<file path="config.mk">
export PLATFORM = sky130hd
export DESIGN_NAME = ooo_mem_flat
export DESIGN_NICKNAME = d
export VERILOG_FILES = /design/src/rtl/rob_pkg.sv /design/src/rtl/vr_if.sv /design/src/rtl/ooo_mem_bank.sv /design/src/rtl/ooo_mem.sv /design/src/flat_wrapper.sv
export SDC_FILE = /design/constraint.sdc
export NUM_CORES = 1
export LEC_CHECK = 0
export CAP_MARGIN = 20
export CORE_AREA = 2 2 241 243
export CTS_BUF_LIST = sky130_fd_sc_hd__clkbuf_8
export DETAILED_ROUTE_END_ITERATION = 10
export DIE_AREA = 0 0 243 245
export PLACE_DENSITY = 0.62
export SLEW_MARGIN = 20
export SYNTH_ARGS = -nofsm -noshare
export SYNTH_HDL_FRONTEND = slang
export SYNTH_SLANG_ARGS = --single-unit
export TNS_END_PERCENT = 5
</file>
<file path="constraint.sdc">
create_clock -name clk -period 4 [get_ports clk]
set_input_delay 0.8 -clock clk [delete_from_list [all_inputs] [get_ports clk]]
set_output_delay 0.8 -clock clk [all_outputs]
set_load 0.01 [all_outputs]
</file>
<file path="src/rtl/rob_pkg.sv">
// Request/response types and widths shared between the reorder buffer and
// its downstream memory responder.
package rob_pkg;
  localparam int ID_W   = 4;
  localparam int ADDR_W = 32;
  localparam int DATA_W = 32;

  typedef struct packed {
    logic [ID_W-1:0]   id;
    logic [ADDR_W-1:0] addr;
  } req_t;

  typedef struct packed {
    logic [ID_W-1:0]   id;
    logic [DATA_W-1:0] data;
  } rsp_t;
endpackage

</file>
<file path="src/rtl/vr_if.sv">
// Valid/ready handshake bundle carrying N lanes of payload type T.
interface vr_if #(
  parameter type T = logic,
  parameter int  N = 1
);
  logic valid;
  logic ready;
  T     data [N];

  modport master (output valid, output data, input ready);
  modport slave  (input valid, input data, output ready);
endinterface

</file>
<file path="src/rtl/ooo_mem_bank.sv">
// One memory bank: request FIFO, registered occupancy and a head-of-queue
// latency countdown; the head is done once the countdown has reached zero.
module ooo_mem_bank
  import rob_pkg::*;
#(
  parameter int DEPTH = 4,
  parameter int LAT   = 2
) (
  input  logic       clk,
  input  logic       rstn,
  input  logic       i_push,
  input  req_t       i_push_data,
  input  logic       i_pop,
  input  logic [1:0] i_jit,
  output logic       o_full,
  output logic       o_done,
  output req_t       o_head
);
  localparam int PTR_W = $clog2(DEPTH);
  localparam int OCC_W = $clog2(DEPTH) + 1;
  localparam int CNT_W = $clog2(LAT + 4);

  req_t             r_mem [DEPTH];
  logic [PTR_W-1:0] r_wptr;
  logic [PTR_W-1:0] r_rptr;
  logic [OCC_W-1:0] r_occ;
  logic [OCC_W-1:0] w_occ_nxt;
  logic [CNT_W-1:0] r_cnt;
  logic             w_load;

  assign o_full    = (r_occ == OCC_W'(DEPTH));
  assign o_done    = (r_occ != '0) && (r_cnt == '0);
  assign o_head    = r_mem[r_rptr];
  assign w_occ_nxt = r_occ + OCC_W'(i_push) - OCC_W'(i_pop);
  // A new head appears on a push into an empty bank or when a pop leaves entries behind.
  assign w_load    = (i_push && (r_occ == '0)) || (i_pop && (w_occ_nxt != '0));

  always_ff @(posedge clk or negedge rstn) begin
    if (!rstn) begin
      r_wptr <= '0;
      r_rptr <= '0;
      r_occ  <= '0;
      r_cnt  <= '0;
    end else begin
      if (i_push) r_wptr <= r_wptr + PTR_W'(1);
      if (i_pop)  r_rptr <= r_rptr + PTR_W'(1);
      r_occ <= w_occ_nxt;
      if (w_load)
        r_cnt <= CNT_W'(LAT - 1) + CNT_W'(i_jit);
      else if (r_cnt != '0)
        r_cnt <= r_cnt - CNT_W'(1);
    end
  end

  always_ff @(posedge clk) begin
    if (i_push) r_mem[r_wptr] <= i_push_data;
  end
endmodule

</file>
<file path="src/rtl/ooo_mem.sv">
// Banked out-of-order memory responder: word-interleaved banks with staggered
// latency and round-robin response arbitration. OOO_MEM_JITTER_EN adds LFSR latency jitter.
module ooo_mem
  import rob_pkg::*;
#(
  parameter int          NUM_BANK   = 4,
  parameter int          BANK_DEPTH = 4,
  parameter int          BASE_LAT   = 2,
  parameter logic [31:0] DATA_KEY   = 32'hDEAD_BEEF
) (
  input logic  clk,
  input logic  rstn,
  vr_if.slave  mem_req_i,
  vr_if.master mem_rsp_o
);
  localparam int BANK_W = $clog2(NUM_BANK);

  function automatic int bank_lat(input int i);
    return BASE_LAT + i;
  endfunction

  req_t                w_req;
  req_t                w_head [NUM_BANK];
  rsp_t                w_rsp;
  logic [BANK_W-1:0]   w_sel;
  logic [BANK_W-1:0]   w_gnt;
  logic [BANK_W-1:0]   w_idx;
  logic [BANK_W-1:0]   r_gnt;
  logic [BANK_W-1:0]   r_ptr;
  logic                r_lock;
  logic                w_found;
  logic                w_vld;
  logic                w_hs;
  logic [NUM_BANK-1:0] w_full;
  logic [NUM_BANK-1:0] w_done;
  logic [NUM_BANK-1:0] w_push;
  logic [NUM_BANK-1:0] w_pop;
  logic [1:0]          w_jit;
  logic [31:0]         w_xor;

  assign w_req           = mem_req_i.data[0];
  assign w_sel           = w_req.addr[2 +: BANK_W];
  assign mem_req_i.ready = !w_full[w_sel];
  assign w_push          = (mem_req_i.valid && !w_full[w_sel]) ? (NUM_BANK'(1) << w_sel) : '0;

`ifdef OOO_MEM_JITTER_EN
  logic [7:0] r_lfsr;

  // x^8+x^6+x^5+x^4+1, advanced every cycle regardless of traffic.
  always_ff @(posedge clk or negedge rstn) begin
    if (!rstn) r_lfsr <= 8'hA5;
    else       r_lfsr <= {r_lfsr[6:0], r_lfsr[7] ^ r_lfsr[5] ^ r_lfsr[4] ^ r_lfsr[3]};
  end
  assign w_jit = r_lfsr[1:0];
`else
  assign w_jit = 2'b00;
`endif

  for (genvar g = 0; g < NUM_BANK; g++) begin : g_bank
    ooo_mem_bank #(
      .DEPTH (BANK_DEPTH),
      .LAT   (bank_lat(g))
    ) u_bank (
      .clk         (clk),
      .rstn        (rstn),
      .i_push      (w_push[g]),
      .i_push_data (w_req),
      .i_pop       (w_pop[g]),
      .i_jit       (w_jit),
      .o_full      (w_full[g]),
      .o_done      (w_done[g]),
      .o_head      (w_head[g])
    );
  end

  // A stalled grant stays locked so id/data hold until the consumer takes them.
  always_comb begin
    w_gnt   = r_ptr;
    w_found = 1'b0;
    w_idx   = '0;
    if (r_lock) begin
      w_gnt = r_gnt;
    end else begin
      for (int k = 0; k < NUM_BANK; k++) begin
        w_idx = r_ptr + BANK_W'(k);
        if (!w_found && w_done[w_idx]) begin
          w_gnt   = w_idx;
          w_found = 1'b1;
        end
      end
    end
  end

  assign w_vld           = w_done[w_gnt];
  assign w_hs            = w_vld && mem_rsp_o.ready;
  assign w_pop           = w_hs ? (NUM_BANK'(1) << w_gnt) : '0;
  assign w_xor           = 32'(w_head[w_gnt].addr) ^ DATA_KEY;
  assign w_rsp           = '{id: w_head[w_gnt].id, data: DATA_W'(w_xor)};
  assign mem_rsp_o.valid = w_vld;
  assign mem_rsp_o.data[0] = w_rsp;

  always_ff @(posedge clk or negedge rstn) begin
    if (!rstn) begin
      r_ptr  <= '0;
      r_gnt  <= '0;
      r_lock <= 1'b0;
    end else begin
      r_lock <= w_vld && !mem_rsp_o.ready;
      r_gnt  <= w_gnt;
      if (w_hs) r_ptr <= w_gnt + BANK_W'(1);
    end
  end
endmodule

</file>
<file path="src/flat_wrapper.sv">
// flat-port wrapper written by rule: the top's interface ports become plain ports
module ooo_mem_flat import rob_pkg::*;
#(
  parameter int          NUM_BANK   = 4,
  parameter int          BANK_DEPTH = 4,
  parameter int          BASE_LAT   = 2,
  parameter logic [31:0] DATA_KEY   = 32'hDEAD_BEEF
)
  (clk, rstn, mem_req_i_valid, mem_req_i_data, mem_req_i_ready, mem_rsp_o_valid, mem_rsp_o_data, mem_rsp_o_ready);
  vr_if #(.T(req_t)) mem_req_i_i ();
  vr_if #(.T(rsp_t)) mem_rsp_o_i ();
  input logic clk;
  input logic rstn;
  input wire logic [$bits(mem_req_i_i.valid)-1:0] mem_req_i_valid;
  input wire logic [$bits(mem_req_i_i.data)-1:0] mem_req_i_data;
  output wire logic [$bits(mem_req_i_i.ready)-1:0] mem_req_i_ready;
  output wire logic [$bits(mem_rsp_o_i.valid)-1:0] mem_rsp_o_valid;
  output wire logic [$bits(mem_rsp_o_i.data)-1:0] mem_rsp_o_data;
  input wire logic [$bits(mem_rsp_o_i.ready)-1:0] mem_rsp_o_ready;
  assign mem_req_i_i.valid = mem_req_i_valid;
  assign mem_req_i_i.data = {>>{mem_req_i_data}};
  assign mem_req_i_ready = mem_req_i_i.ready;
  assign mem_rsp_o_valid = mem_rsp_o_i.valid;
  assign mem_rsp_o_data = {>>{mem_rsp_o_i.data}};
  assign mem_rsp_o_i.ready = mem_rsp_o_ready;
  ooo_mem #(.NUM_BANK(NUM_BANK), .BANK_DEPTH(BANK_DEPTH), .BASE_LAT(BASE_LAT), .DATA_KEY(DATA_KEY)) u_core (.clk(clk), .rstn(rstn), .mem_req_i(mem_req_i_i), .mem_rsp_o(mem_rsp_o_i));
endmodule
</file>
======== Word-level counts from Yosys, hierarchy flattened ========
Memory sizes are Yosys's and may differ from the RTL's.
Index checks and enable logic that the tools add are counted.
operators by class
  multiplexer cells ....................... 43
  order comparisons ....................... 7
  shifts and indexed selects .............. 2
  reduce and logical (&&, ||, !) cells .... 51
  bitwise logic cells ..................... 2
  equal/unequal tests ..................... 4
  add/subtract/negate cells ............... 24
operators by type and width
  cell                                                                  number
  36-bit binary-select mux with 2-bit select                            1
  36-bit 2-to-1 mux                                                     2
  3-bit nonzero test                                                    11
  24-bit NOT                                                            1
  3-bit zero test                                                       7
  2-bit by 1-bit adder with 2-bit output, second input constant         10
  1-bit 2-to-1 mux                                                      20
  1-bit logical AND                                                     18
  2-bit by 3-bit < comparator with 1-bit output, second input constant  6
  3-bit 2-to-1 mux                                                      6
  4-bit 2-to-1 mux                                                      4
  3-bit by 1-bit adder with 3-bit output                                4
  1-bit binary-select mux with 2-bit select                             6
  3-bit == test, second input constant                                  4
  3-bit by 1-bit subtractor with 3-bit output                           4
  3-bit by 1-bit subtractor with 3-bit output, second input constant    3
  2-bit 2-to-1 mux                                                      4
  2-bit nonzero test                                                    4
  1-bit by 2-bit left shift with 4-bit output, first input constant     2
  1-bit zero test                                                       5
  2-bit adder, second input constant                                    2
  4-bit zero test                                                       1
  1-bit logical OR                                                      4
  4-bit nonzero test                                                    1
  3 further kinds                                                       3
storage, ports and cells
  bits of input ports ..................... 40
  word-level logic and storage cells ...... 156
  output and inout port bits .............. 38
  memory bits (writable) .................. 576
  register bits ........................... 46
  memories kept ........................... 4
memory list
  memory                         words  width  read ports  clocked after Yosys merged registers in  wr ports  RTL line            RTL
  u_core.g_bank[0].u_bank.r_mem  4      36     1           0                                        1         ooo_mem_bank.sv:23  req_t r_mem [DEPTH];
  u_core.g_bank[1].u_bank.r_mem  4      36     1           0                                        1         ooo_mem_bank.sv:23
  u_core.g_bank[2].u_bank.r_mem  4      36     1           0                                        1         ooo_mem_bank.sv:23
  u_core.g_bank[3].u_bank.r_mem  4      36     1           0                                        1         ooo_mem_bank.sv:23

======== Longest topological paths before layout ========
  depth in word-level cells ............... 27
  gate-level depth with buffers ........... 20
  gate-level depth less buffers ........... 18

======== By module ========
A second synthesis with hierarchy kept.
unflattened totals
  cell total of the unflattened synthesis .. 1163
  area, all modules ....................... 25010.2 µm²
modules (own cells, without submodules)
  module                                   times used  cells each  seq. area each (µm²)  area an instance (µm²)
  ooo_mem_bank at u_core.g_bank[3].u_bank  1           245         4599.4                5829.3
  ooo_mem_bank at u_core.g_bank[0].u_bank  1           243         4574.4                5799.3
  ooo_mem_bank at u_core.g_bank[2].u_bank  1           244         4574.4                5793.1
  ooo_mem_bank at u_core.g_bank[1].u_bank  1           242         4574.4                5779.3
  ooo_mem                                  1           189         125.1                 1809.2

======== Worst setup path before layout ========
No wires, ideal clock.
  kind .................................... register to register
  from .................................... register u_core.g_bank[0].u_bank.r_cnt[0]
  to ...................................... register u_core.g_bank[1].u_bank.r_cnt[1]
  data required time ...................... 3.876 ns
  slack ................................... -0.118 ns
  stages on the path, launching flop included .. 19
  arrival ................................. 3.994 ns
  buffers on the path ..................... 1
  clock period less this slack ............ 4.118 ns
  library setup time ...................... 0.124 ns
  cells stage by stage .................... dfrtp_1 inv_1 ha_1 ha_1 o31ai_4 o21a_1 o221a_4 a311oi_4 nor3_2 buf_2 and3_1 ha_1 inv_1 ha_1 fa_1 xnor2_1 or3_1 a41o_1 a211o_1
between the ends
  cells in the longest elaborated chain, start to end .. 27
  elaborated cells between the ends (all ways) .. 37
  classes of those cells .................. add/sub: 1; shift: 1; mux: 22; reduce/logical: 13
ends and longest elaborated chain
  item                                                    RTL line            RTL
  start, declared                                         ooo_mem_bank.sv:28  logic [CNT_W-1:0] r_cnt;
  start signal, assigned                                  ooo_mem_bank.sv:49  r_cnt <= CNT_W'(LAT - 1) + CNT_W'(i_jit);
  start signal, assigned                                  ooo_mem_bank.sv:51  r_cnt <= r_cnt - CNT_W'(1);
  3-bit zero test (*)                                     ooo_mem_bank.sv:32  assign o_done = (r_occ != '0) && (r_cnt == '0);
  1-bit logical AND (*)                                   ooo_mem_bank.sv:32
  1-bit binary-select mux with 2-bit select               ooo_mem.sv:86       if (!w_found && w_done[w_idx]) begin
  1-bit 2-to-1 mux (implied by the code)                  ooo_mem.sv:86
  1-bit 2-to-1 mux                                        ooo_mem.sv:86
  1-bit 2-to-1 mux                                        ooo_mem.sv:81       if (r_lock) begin
  1-bit zero test                                         ooo_mem.sv:86
  1-bit logical AND                                       ooo_mem.sv:86
  [13 not listed]                                         n/a
  4-bit 2-to-1 mux (*)                                    ooo_mem.sv:96       assign w_pop = w_hs ? (NUM_BANK'(1) << w_gnt) : '0;
  via u_core.g_bank[1].u_bank.i_pop                       ooo_mem_bank.sv:13  input logic i_pop,
  3-bit by 1-bit subtractor with 3-bit output (*)         ooo_mem_bank.sv:34  assign w_occ_nxt = r_occ + OCC_W'(i_push) - OCC_W'(i_pop);
  via u_core.g_bank[1].u_bank.w_occ_nxt[2]                ooo_mem_bank.sv:27  logic [OCC_W-1:0] w_occ_nxt;
  3-bit nonzero test (*)                                  ooo_mem_bank.sv:36  assign w_load = (i_push && (r_occ == '0)) || (i_pop && (w_occ_nxt != '0));
  1-bit logical AND (*)                                   ooo_mem_bank.sv:36
  1-bit logical OR (*)                                    ooo_mem_bank.sv:36
  3-bit 2-to-1 mux or 2-bit nonzero test (tied branches)  n/a
  end signal, assigned                                    ooo_mem_bank.sv:49
  end signal, assigned                                    ooo_mem_bank.sv:51
  end, declared                                           ooo_mem_bank.sv:28
The timed path passes the listed nets; every way through them passes the cells marked *. The select of a mux whose other input is x is not followed.
A chain may end at the register's enable or synchronous reset.

======== Final worst setup path ========
  from .................................... register u_core.g_bank[3].u_bank.r_cnt[0]
  to ...................................... output mem_rsp_o_data[30]
between the ends
  cells in the longest elaborated chain, start to end .. 23
  elaborated cells between the ends (all ways) .. 31
  classes of those cells .................. mux: 21; bitwise: 2; reduce/logical: 8
ends and longest elaborated chain
  item                                                       RTL line            RTL
  start, declared                                            ooo_mem_bank.sv:28
  start signal, assigned                                     ooo_mem_bank.sv:49
  start signal, assigned                                     ooo_mem_bank.sv:51
  4-bit zero test (*)                                        ooo_mem_bank.sv:32
  1-bit logical AND (*)                                      ooo_mem_bank.sv:32
  1-bit binary-select mux with 2-bit select                  ooo_mem.sv:86
  1-bit 2-to-1 mux (implied by the code)                     ooo_mem.sv:86
  1-bit 2-to-1 mux                                           ooo_mem.sv:86
  1-bit 2-to-1 mux                                           ooo_mem.sv:81
  1-bit zero test                                            ooo_mem.sv:86
  1-bit logical AND                                          ooo_mem.sv:86
  [6 not listed]                                             n/a
  1-bit zero test                                            ooo_mem.sv:86
  1-bit logical AND                                          ooo_mem.sv:86
  2-bit 2-to-1 mux (*)                                       ooo_mem.sv:86
  2-bit 2-to-1 mux (*)                                       ooo_mem.sv:81
  2-bit NOT with 3-bit output (implied by the code) (*)      ooo_mem.sv:97       assign w_xor = 32'(w_head[w_gnt].addr) ^ DATA_KEY;
  36-bit binary-select mux with 2-bit select (*)             ooo_mem.sv:97
  36-bit 2-to-1 mux (implied by the code) (*) (2 in series)  ooo_mem.sv:97
  24-bit NOT (no source line) (*)                            n/a
  end, declared                                              flat_wrapper.sv:18  output wire logic [$bits(mem_rsp_o_i.data)-1:0] mem_rsp_o_data;
Mark *: on every way between the ends. The rest lies on a longest branch, timed or not. The select of a mux whose other input is x is not followed.

==> summary.md <==
| Metric | Value |
|---|---|
| Run status | `complete, but fails checks` |
| Violated checks | `negative setup slack` |
| Kind of end point of the critical path | `primary output` |
| R2r endpoint | `u_core.g_bank[1].u_bank.r_cnt[1]$_DFFE_PN0P_` |
| Row cnt | `88` |
| CTS H-Tree Depth | `3` |
| Flop and latch count out of synthesis | `622` |
| Worst slew slack as a fraction of its limit | `48.1%` |
| Post-detailed-placement half-perimeter wirelength | `31500 um` |
| Antenna diode instance count | `0` |
| Final core area utilization | `52.1%` |
| Logic depth of the worst register-to-register path | `18` |
| Effective utilization at floorplan | `43.4%` |
| Vertical die dimension | `245 um` |
| Number of synthesized flops with an enable pin | `576` |
| Delay of the slowest cell on the worst path | `0.41 ns` |
| Average wire per cell in the routed design | `25.1 um` |
| Global route overflow | `0` |
| Share of flip-flops with an asynchronous set or reset after synthesis | `7.40%` |
| Wire length of the first global-routing pass | `86500 um` |
| R2r setup slk | `-0.06 ns` |
| Synth top area share | `69.9%` |
| DR iter-0 viols | `1219` |
| Count of hold-fix buffers inserted at cts | `0` |
| Final setup TNS | `-0.397 ns` |
| Overall Power | `24.9 mW` |
| Clock-pin slew of the registers on the worst-case setup and hold paths | `0.06 ns` |
| Top cells by count, synth | `576 x sky130_fd_sc_hd__edfxtp_1, 144 x sky130_fd_sc_hd__mux4_2, 93 x sky130_fd_sc_hd__nand2_1` |
| Library cell occupying the most area in the post-synthesis netlist | `sky130_fd_sc_hd__edfxtp_1` |
| Die Area | `59500 um^2` |
| Total wire length | `58000 um` |
| Vias in the first global route | `13.5k` |
| Power density over cell area | `838 nW/um^2` |
| I/O pin total | `78` |
| Gpl congestion | `0.824` |
| Largest net degree at the start of global routing | `38` |
| Cell with the most instances after synthesis | `sky130_fd_sc_hd__edfxtp_1` |
| Worst setup SP type | `flop` |
| Cell with the largest stage delay on the worst path | `sky130_fd_sc_hd__or3b_4` |
| Worst setup slack after layout | `-0.0634 ns` |
| Number of nets in the synthesized netlist | `1330` |
| Yosys warning count | `0` |
| Avg Vias per Cell | `5.55` |
| Core Region | `57000 um^2` |
| Max IR drop VDD | `0.530 mV` |
| Remaining antenna violation count after routing | `0` |
| Prevailing post-synth register cell | `sky130_fd_sc_hd__edfxtp_1` |
| Count of buffers from port buffering | `77` |
| Remaining DRCs | `0` |
| Data arrival at the endpoint of the critical path | `3.26 ns` |
| Post-detailed-placement cell area | `27100 um^2` |
| Reported max-cap violation count | `0` |
| Number of antenna violations at the first check in global routing | `2` |
| Top post-synthesis cells by area | `sky130_fd_sc_hd__edfxtp_1 70%, sky130_fd_sc_hd__mux4_2 13%, sky130_fd_sc_hd__dfrtp_1 4.7%` |
| Iteration count of the initial detailed-routing pass | `5` |
| Hold Crit Class | `in2async` |
| Post-layout instance area | `29700 um^2` |
| Clock tree from TritonCTS | `done` |
| Worst-path fanout max | `6` |
| Max-slew violation count | `0` |
| Tightest Pin Transition | `0.779 ns` |
| Min Clock Period, post-route | `4.06 ns` |
| Peak clock frequency supported by timing | `246 MHz` |
| Floorplan die width | `243 um` |
| Required arrival time at the worst endpoint | `3.20 ns` |
| Clk Tree Root Cell | `sky130_fd_sc_hd__clkbuf_8` |
| RSZ-0062 raised after global routing | `yes` |
| Cell Chain, Critical Path | `inv_2, ha_4, or3b_4, nor2_4, nor2_2, a2111o_1, o211a_4, clkinv_8, buf_12, a21oi_2, a22o_1, clkdlybuf4s15_2` |
| Standby leakage power | `10.0 nW` |
| Final worst-path cycle share | `102%` |
| Source-to-sink clock delay at the later pin of the worst-skew pair | `0.68 ns` |
| Netlist cell types | `62` |
| Final count of hold timing violations | `0` |
| Number of nets in the layout | `1553` |
| Sequential-to-total area share from yosys stat | `74.5%` |
| Kind of critical path | `reg2out` |
| Final setup viols | `14` |
| Maximum buffer depth of the clock tree | `3` |
| Launch point of the worst reg-to-reg path | `u_core.g_bank[3].u_bank.r_cnt[0]$_DFFE_PN0P_` |
| Syn Std Cell Area | `24800 um^2` |
| Clock tree skew after final layout | `0.0338 ns` |
| Post-Synthesis Mean Instance Area | `19.7 um^2` |
| Share of cells above drive strength 1 | `33.6%` |
| Clock sink total | `622` |
| Total via count in the routed design | `12.9k` |
| Total global routing track utilization | `19.8%` |
| Worst Setup Slack post-DPL | `-0.0596 ns` |
| Cell count after synthesis | `1254` |
| Area growth from synthesis to layout | `20.1%` |
| TritonCTS buffer count | `98` |
metal layers:
metal | share of wire (%) | vias to the layer above | GRT usage (%)
met1 | 43 | 6851 | 27.0
li1 | - | 5517 | -
met4 | 2.1 | 2 | 6.37
met2 | 49 | 414 | 32.3
met3 | 5.8 | 86 | 3.66
met5 | 0.022 | - | 0
flip-flops by register name (all words and copies together), names as in the netlist:
register and count:
u_core.g_bank.u_bank.r_cnt 13, u_core.g_bank.u_bank.r_occ 12, u_core.r_gnt 2, u_core.g_bank.u_bank.r_mem 576, u_core.r_ptr 2, u_core.r_lock 1, u_core.g_bank.u_bank.r_rptr 8, u_core.g_bank.u_bank.r_wptr 8
kinds of logic after synthesis:
family | after synthesis | share of synthesized area [%]
simple gates | 176 | 3.61
xor+xnor | 25 | 0.885
mux | 147 | 13.2
compound gates | 147 | 4.02
fa+ha+maj | 36 | 1.94
flops | 622 | 74.5
buf+inv | 101 | 1.77
cells in the final DEF, fill, tap and decap left out, types with 10 or more instances in the layout:
cell,netlist,layout
sky130_fd_sc_hd__edfxtp_1,576,576
sky130_fd_sc_hd__mux4_2,144,144
sky130_fd_sc_hd__clkbuf_8,0,103
sky130_fd_sc_hd__nand2_1,93,93
sky130_fd_sc_hd__buf_4,5,64
sky130_fd_sc_hd__inv_1,37,62
sky130_fd_sc_hd__a21oi_1,77,45
sky130_fd_sc_hd__clkdlybuf4s50_1,0,39
sky130_fd_sc_hd__dfrtp_1,46,38
sky130_fd_sc_hd__buf_12,0,30
sky130_fd_sc_hd__clkinv_1,0,29
sky130_fd_sc_hd__a21oi_2,0,28
sky130_fd_sc_hd__buf_2,18,28
sky130_fd_sc_hd__ha_1,32,24
sky130_fd_sc_hd__a22o_1,24,22
sky130_fd_sc_hd__and2_2,0,16
sky130_fd_sc_hd__nor2_1,15,12
sky130_fd_sc_hd__xnor2_1,14,12
sky130_fd_sc_hd__xor2_1,11,11
sky130_fd_sc_hd__o21ai_0,12,10
critical path: cells and delay by family (launching register included):
kind,cells,cell delay [ns]
AO/OA/AOI/OAI,4,0.88
AND/OR/NAND/NOR,3,0.60
buffers and inverters,4,0.57
flip-flops,1,0.38
adder cells (fa/ha/maj),1,0.14
what timing repair did:
item                                   in CTS  in global routing
cloned                                      7                  1
buffers inserted                           21                 10
pin swaps                                  37                 42
gates resized for setup                   179                 63
endpoints found under the hold margin       0                  0
setup endpoints to repair                  42                 49
metrics by stage:
step	hold slack (ns)	instances
after floorplan	0.459	1254
final	0.193	2317
after detailed placement	0.483	2104
after global routing	0.211	2317
after global placement	0.469	2104
after CTS	0.168	2307
cell type report:
type	count	area, um^2
Clock buffer	103	1420
Clock inverter	72	420
Fill cell	4601	27300
Inverter	39	171
Multi-Input combinational cell	531	6280
Sequential cell	622	18500
Tap cell	765	957
Timing Repair Buffer	185	2010
report_power, final:
group / switching [mW] / internal [mW]
clock network: 2.40 / 2.69
registers: 0.700 / 7.72
logic: 5.99 / 5.40
worst max-delay path by stage:
stage | from | to | slack [ns]
after floorplan | u_core.g_bank[3].u_bank.r_cnt[0]$_DFFE_PN0P_ | u_core.g_bank[1].u_bank.r_cnt[1]$_DFFE_PN0P_ | -0.04
after global placement | u_core.g_bank[3].u_bank.r_cnt[1]$_DFFE_PN0P_ | u_core.g_bank[1].u_bank.r_cnt[1]$_DFFE_PN0P_ | 0.04
after detailed placement | u_core.g_bank[3].u_bank.r_cnt[1]$_DFFE_PN0P_ | u_core.g_bank[3].u_bank.r_cnt[2]$_DFFE_PN0P_ | -0.06
after CTS | u_core.g_bank[3].u_bank.r_cnt[1]$_DFFE_PN0P_ | mem_rsp_o_data[27] | -0.20
after global routing | u_core.g_bank[3].u_bank.r_cnt[0]$_DFFE_PN0P_ | mem_rsp_o_data[33] | -0.20
final | u_core.g_bank[3].u_bank.r_cnt[0]$_DFFE_PN0P_ | mem_rsp_o_data[30] | -0.06
Note: power is estimated with default switching activity, not from simulation.
